<file path="src/rtl/rom_loader.sv">
// rom_loader: turns the hps_io ioctl download stream into a region-addressed
// byte stream for boot-bundle regions and the cartridge ROM.
//
// A download with index BOOT_INDEX is split across REGIONS boot regions using
// the ascending exclusive end offsets in REGION_END. A download with index
// CART_INDEX goes to the cartridge destination (the top select bit). Accepted
// bytes pass through a 2-entry FIFO; IOCTL backpressure is asserted whenever
// the FIFO holds anything.
//
// Ports:
//   clk_sys         sole clock, rising edge
//   resb            synchronous active-low reset
//   ioctl_download  download in progress (from hps_io)
//   ioctl_index     download index, latched when a download starts
//   ioctl_wr        byte strobe
//   ioctl_addr      25-bit byte offset within the download
//   ioctl_dout      byte value
//   ioctl_wait      backpressure to hps_io (FIFO not empty)
//   rominit_active  download in progress; holds the system in reset
//   rominit_sel     one-hot destination, bit REGIONS = cartridge, 0 when idle
//   rominit_addr    region-relative byte address
//   rominit_data    byte value
//   rominit_valid   head entry available
//   rominit_ready   consumer accepts the head entry
//   cart_size       highest accepted cartridge address + 1
//   cart_size_valid one-cycle pulse when a cartridge download completes
//   rominit_err     sticky: a byte was dropped (out of range or FIFO full)

module rom_loader #(
  parameter int                    REGIONS    = 3,
  parameter int                    AW         = 17,
  parameter logic [REGIONS*25-1:0] REGION_END = {25'h2400, 25'h1400, 25'h1000},
  parameter logic [7:0]            BOOT_INDEX = 8'd0,
  parameter logic [7:0]            CART_INDEX = 8'd1
) (
  input  logic             clk_sys,
  input  logic             resb,
  input  logic             ioctl_download,
  input  logic [7:0]       ioctl_index,
  input  logic             ioctl_wr,
  input  logic [24:0]      ioctl_addr,
  input  logic [7:0]       ioctl_dout,
  output logic             ioctl_wait,
  output logic             rominit_active,
  output logic [REGIONS:0] rominit_sel,
  output logic [AW-1:0]    rominit_addr,
  output logic [7:0]       rominit_data,
  output logic             rominit_valid,
  input  logic             rominit_ready,
  output logic [AW:0]      cart_size,
  output logic             cart_size_valid,
  output logic             rominit_err
);

  typedef enum logic [1:0] {IDLE, LOAD, DRAIN, DONE} state_t;

  typedef struct packed {
    logic [REGIONS:0] sel;
    logic [AW-1:0]    addr;
    logic [7:0]       data;
  } entry_t;

  // Cartridge bytes must lie below 2^AW.
  localparam logic [25:0] CART_LIMIT = 26'(1) << AW;

  state_t     state;
  logic       is_cart;
  logic [1:0] count;
  // slot0 is the head; slot1 is kept zero whenever it holds no entry so that
  // shifting it into the head on the last pop clears the outputs.
  entry_t     slot0;
  entry_t     slot1;

  entry_t     new_entry;
  logic       dec_ok;
  logic       wr_load;
  logic       deq;
  logic       enq;
  logic       drop;
  logic [AW:0] size_cand;

  function automatic logic [24:0] region_hi(int k);
    return REGION_END[k*25 +: 25];
  endfunction

  function automatic logic [24:0] region_lo(int k);
    int idx;
    idx = (k > 0) ? k - 1 : 0;
    return (k > 0) ? REGION_END[idx*25 +: 25] : 25'd0;
  endfunction

  // Address decode of the incoming byte into {sel, addr, data}.
  // NOTE: every signal gets a default before any branch so no latch is inferred.
  always_comb begin
    new_entry      = '0;
    new_entry.data = ioctl_dout;
    dec_ok         = 1'b0;
    if (is_cart) begin
      if ({1'b0, ioctl_addr} < CART_LIMIT) begin
        new_entry.sel[REGIONS] = 1'b1;
        new_entry.addr         = ioctl_addr[AW-1:0];
        dec_ok                 = 1'b1;
      end
    end else begin
      // Regions are disjoint, so at most one iteration matches.
      for (int k = 0; k < REGIONS; k++) begin
        if (ioctl_addr >= region_lo(k) && ioctl_addr < region_hi(k)) begin
          new_entry.sel[k] = 1'b1;
          new_entry.addr   = AW'(ioctl_addr - region_lo(k));
          dec_ok           = 1'b1;
        end
      end
    end
  end

  assign wr_load   = (state == LOAD) && ioctl_wr;
  assign deq       = (count != 2'd0) && rominit_ready;
  // A full FIFO still accepts a byte when the head leaves in the same cycle.
  assign enq       = wr_load && dec_ok && ((count != 2'd2) || deq);
  assign drop      = wr_load && !enq;
  assign size_cand = (AW+1)'(ioctl_addr[AW-1:0]) + (AW+1)'(1);

  assign ioctl_wait    = (count != 2'd0);
  assign rominit_valid = (count != 2'd0);
  assign rominit_sel   = slot0.sel;
  assign rominit_addr  = slot0.addr;
  assign rominit_data  = slot0.data;

  // NOTE: sequential state uses non-blocking assignments only; later
  // assignments in this block deliberately override earlier ones.
  always_ff @(posedge clk_sys) begin
    if (!resb) begin
      state           <= IDLE;
      is_cart         <= 1'b0;
      rominit_active  <= 1'b0;
      count           <= 2'd0;
      // NOTE: the FIFO slots drive the outputs directly, so they are reset too.
      slot0           <= '0;
      slot1           <= '0;
      cart_size       <= '0;
      cart_size_valid <= 1'b0;
      rominit_err     <= 1'b0;
    end else begin
      unique case ({enq, deq})
        2'b10: begin
          if (count == 2'd0) slot0 <= new_entry;
          else               slot1 <= new_entry;
          count <= count + 2'd1;
        end
        2'b01: begin
          slot0 <= slot1;
          slot1 <= '0;
          count <= count - 2'd1;
        end
        2'b11: begin
          if (count == 2'd1) begin
            slot0 <= new_entry;
          end else begin
            slot0 <= slot1;
            slot1 <= new_entry;
          end
        end
        default: ;
      endcase

      if (enq && is_cart && (size_cand > cart_size)) cart_size <= size_cand;
      if (drop) rominit_err <= 1'b1;

      case (state)
        IDLE: begin
          if (ioctl_download &&
              (ioctl_index == BOOT_INDEX || ioctl_index == CART_INDEX)) begin
            state          <= LOAD;
            rominit_active <= 1'b1;
            is_cart        <= (ioctl_index != BOOT_INDEX);
            rominit_err    <= 1'b0;
            if (ioctl_index != BOOT_INDEX) cart_size <= '0;
          end
        end
        LOAD: begin
          if (!ioctl_download) state <= DRAIN;
        end
        DRAIN: begin
          if (count == 2'd0) begin
            state           <= DONE;
            rominit_active  <= 1'b0;
            cart_size_valid <= is_cart;
          end
        end
        DONE: begin
          state           <= IDLE;
          cart_size_valid <= 1'b0;
        end
        default: state <= IDLE;
      endcase
    end
  end

endmodule

</file>
<file path="config.mk">
export PLATFORM = sky130hd
export DESIGN_NAME = rom_loader
export DESIGN_NICKNAME = d
export VERILOG_FILES = /design/src/rtl/rom_loader.sv
export SDC_FILE = /design/constraint.sdc
export NUM_CORES = 1
export LEC_CHECK = 0
export ABC_AREA = 1
export BUFFER_PORTS_ARGS = -buffer_cell sky130_fd_sc_hd__buf_2
export CORE_MARGIN = 3
export CORE_UTILIZATION = 61
export DETAILED_ROUTE_END_ITERATION = 8
export PLACE_DENSITY_LB_ADDON = 0.15
export SLEW_MARGIN = 15
export SYNTH_ARGS = -nofsm -noshare
export SYNTH_HDL_FRONTEND = slang
export SYNTH_SLANG_ARGS = --single-unit
</file>
<file path="constraint.sdc">
create_clock -name clk_sys -period 4.65 [get_ports clk_sys]
set_clock_uncertainty 0.15 [all_clocks]
set_input_delay 0.465 -clock clk_sys [delete_from_list [all_inputs] [get_ports clk_sys]]
set_output_delay 0.465 -clock clk_sys [all_outputs]
set_load 0.02 [all_outputs]
</file>
==> flow_summary.ini <==
[synth]
synthXorXnorAreaFrac_pct = 2.880
synth_area_leaders = dfxtp_1 (33%), o21ai_0 (9.8%), ha_1 (8.0%)
ys_types = 41
ys_warn_count = 0
synth_nets = 832
yosys.area.top_type = dfxtp_1
synth-seq-cells = 84
syn_inst = 753
netlist_area_um2 = 5170
synth_top_family_by_area = compound AO/OA/AOI/OAI gates
synth-adder-area-share_pct = 7.986
syn_area_per_cell_um2 = 6.866
synthMuxAreaShare_pct = 0.1936
yosysSeqAreaShare_pct = 32.53
synthSimpleGateAreaFrac_pct = 22.14
synth-compound-area-share_pct = 23.45
synth_top_area_share_pct = 32.53

[layout]
postLayoutCoreUtil_pct = 72.96
nFillCells = 680
drive_above_1_share_pct = 17.01
area_growth_pct = 12.44
nets = 909
antennaDiodeCount = 0

[critical_path]
end_kind = flop
crit_fanout = 29
rrSetupSlack_ns = 1.11
worstPathRequired_ns = 4.79
max_stage_delay_ns = 0.33
cp.arrival_ns = 3.69
cp_slowest_cell = nor3_1
cp_common_cell = nor2_1
worstRegToRegCells = 14
worstSetupPathType = in -> reg
crit_chain = buf_2, ha_1, nand3_1, nor2_1, nand4_1, nor2_1, nand2_1, nor2_1, nand2_1, nor2_1, xor2_1, inv_1, ha_1, nand2_1, nor3_1, o211ai_1, nand3_1, nand3_1, buf_4, inv_2, o21ai_0, a21oi_1
worst_setup_path_start_kind = primary input

[clock_network]
clock-sinks = 84
clock-root-buffer = clkbuf_8
htree_levels = 3
cts_buffers = 9
cts_setup_buffers = 0
cts_tree = done
ctsResizeCount = 0
clk_path_buf_depth = 2
cts_hold_buffers = 0
clk_pin_slew_ns = 0.11
clk_latency_ns = 0.35

[routing]
wl_um = 13820
vias = 5348
avgViaCountPerCell = 5.708
firstDrtPassIters = 5
final_antenna_net_count = 0
detail_route.wl_per_cell_um = 14.75
first_iter_violations = 419
drc = 0

[power]
p_seq_share_pct = 44.9
switching_power_w = 0.0006688
power.share.combinational_pct = 26.6
switching_share_pct = 36.57
p_clk_share_pct = 28.5
ir_drop_uv = 259.0
p_per_area_nw_per_um2 = 314.6
leakagePower_nw = 2.715
p_int_w = 0.001160

[timing]
slew_headroom_pct = 37.38
fmax_mhz = 281.7
fin_hold_ws_ns = 0.2329
finalWorstSetupSlack_ns = 1.101
finalSetupViolCount = 0
slew_viol_final = 0
finalHoldViolCount = 0
rsz0062_at_grt = no
fin_crit_sh_pct = 76.33
finalSetupTns_ns = 0
fin_crit_ns = 3.549
tightest_slew_ns = 0.9393

[placed_design]
io_buffers = 97
dpl.hpwl_um = 10050
finalWeightedCongestion = 0.9745
post-place-ws_ns = 0.8346

[worst_hold_path]
hold_path.class = in -> reg
hold_depth = 3

[floorplan]
ios = 98
core_area_um2 = 7968
fp.dieH_um = 98.06
die_w_um = 98.06
start_util_pct = 64.89
core.rowCount = 32
die_area_um2 = 9616

[global_route]
grt_max_degree = 64
grt_overflow = 0
grt_pass1_vias = 5068
grt_pass1_wl_um = 23680
antenna_found_initial = 0
track_usage_pct = 29.18

[flow_run]
maxCapViolations = 0

[status]
status = completed
-- critical path, delay by kind of cell --
family | cells | cell delay (ns)
fa+ha+maj | 2 | 0.47
compound gates | 3 | 0.37
simple gates | 12 | 1.59
xor+xnor | 1 | 0.21
buf+inv | 4 | 0.57
-- area by class of cell --
cell class                 instances  area (µm²)  share of cell area [%]
clock buffer                       9       123.9                   2.131
timing repair buffer             102       523.0                   8.997
inverter                          93       349.1                   6.005
sequential                        84        1682                   28.93
multi-input combinational        540        2929                   50.39
tap                              102       127.6                   2.195
clock inverter                     7       78.83                   1.356
-- kinds of logic after synthesis --
group	after synthesis
and+or+nand+nor	265
AOI/OAI and AO/OA	224
buffers and inverters	129
DFF	84
adders and majority gates	33
xor gates and xnor gates	17
muxes	1
-- power groups by stage --
stage          sequential, W  combinational, W  clock (W)
6_report            0.000822          0.000487   0.000520
3_5_place_dp        0.000838          0.000479          0
3_3_place_gp        0.000834          0.000463          0
4_1_cts             0.000822          0.000483   0.000531
5_1_grt             0.000830          0.000557   0.000562
2_1_floorplan       0.000870          0.000319          0
-- stage by stage --
step                      cell area, µm²  total power (W)  std cells
after CTS                           5813         0.001836        937
after detailed placement            5610         0.001317        921
final                               5813         0.001829        937
after global routing                5813         0.001948        937
after floorplan                     5170         0.001189        753
after global placement              5610         0.001298        921
-- layout by cell type (no fill, tap or decap), types with 9 or more instances in the layout --
cell / count
inv_1: 85
xor2_1: 16
clkbuf_8: 9
nand3_1: 32
ha_1: 33
o21ai_0: 101
buf_2: 97
o21ai_1: 13
dfxtp_1: 84
a31oi_1: 11
nor3_1: 9
a21oi_1: 75
nand2_1: 107
nor2_1: 92
-- layer usage --
metal / share of wire [%] / vias to the layer above / global-route usage (%)
li1: - / 2665 / -
met1: 44 / 2431 / 38.56
met2: 47 / 221 / 48.38
met3: 6.9 / 31 / 4.643
met4: 2.1 / 0 / 10.22
met5: 0 / - / 0
-- flip-flops by register name, summed over array words and instances, names as in the netlist --
| name | count |
|---|---|
| slot1 | 29 |
| cart_size | 18 |
| rominit_addr | 17 |
| rominit_data | 8 |
| rominit_sel | 4 |
| count | 2 |
| state | 2 |
| cart_size_valid | 1 |
| is_cart | 1 |
| rominit_active | 1 |
| rominit_err | 1 |
-- final timing paths --
kind,startpoint,to
min,ioctl_dout[7],slot1[7]
max,ioctl_addr[0],cart_size[12]
min reg2reg,rominit_active,rominit_active
max reg2reg,count[0],slot1[18]
-- cell usage after synthesis (all sizes together) --
master  instances
nor3b           1
a211oi          6
and2            1
nor4            2
buf            25
o21ai         116
nor3           11
o31ai           1
clkinv          1
clkbuf         11
dfxtp          84
xor2           16
o221ai          7
a21oi          76
nand3          35
nor2           97
and3            1
o211ai          2
o21a            3
a31oi          11
ha             33
mux2i           1
o22ai           2
nand4           7
nand2         110
xnor2           1
inv            92
Power figures use the tool's default switching activity.
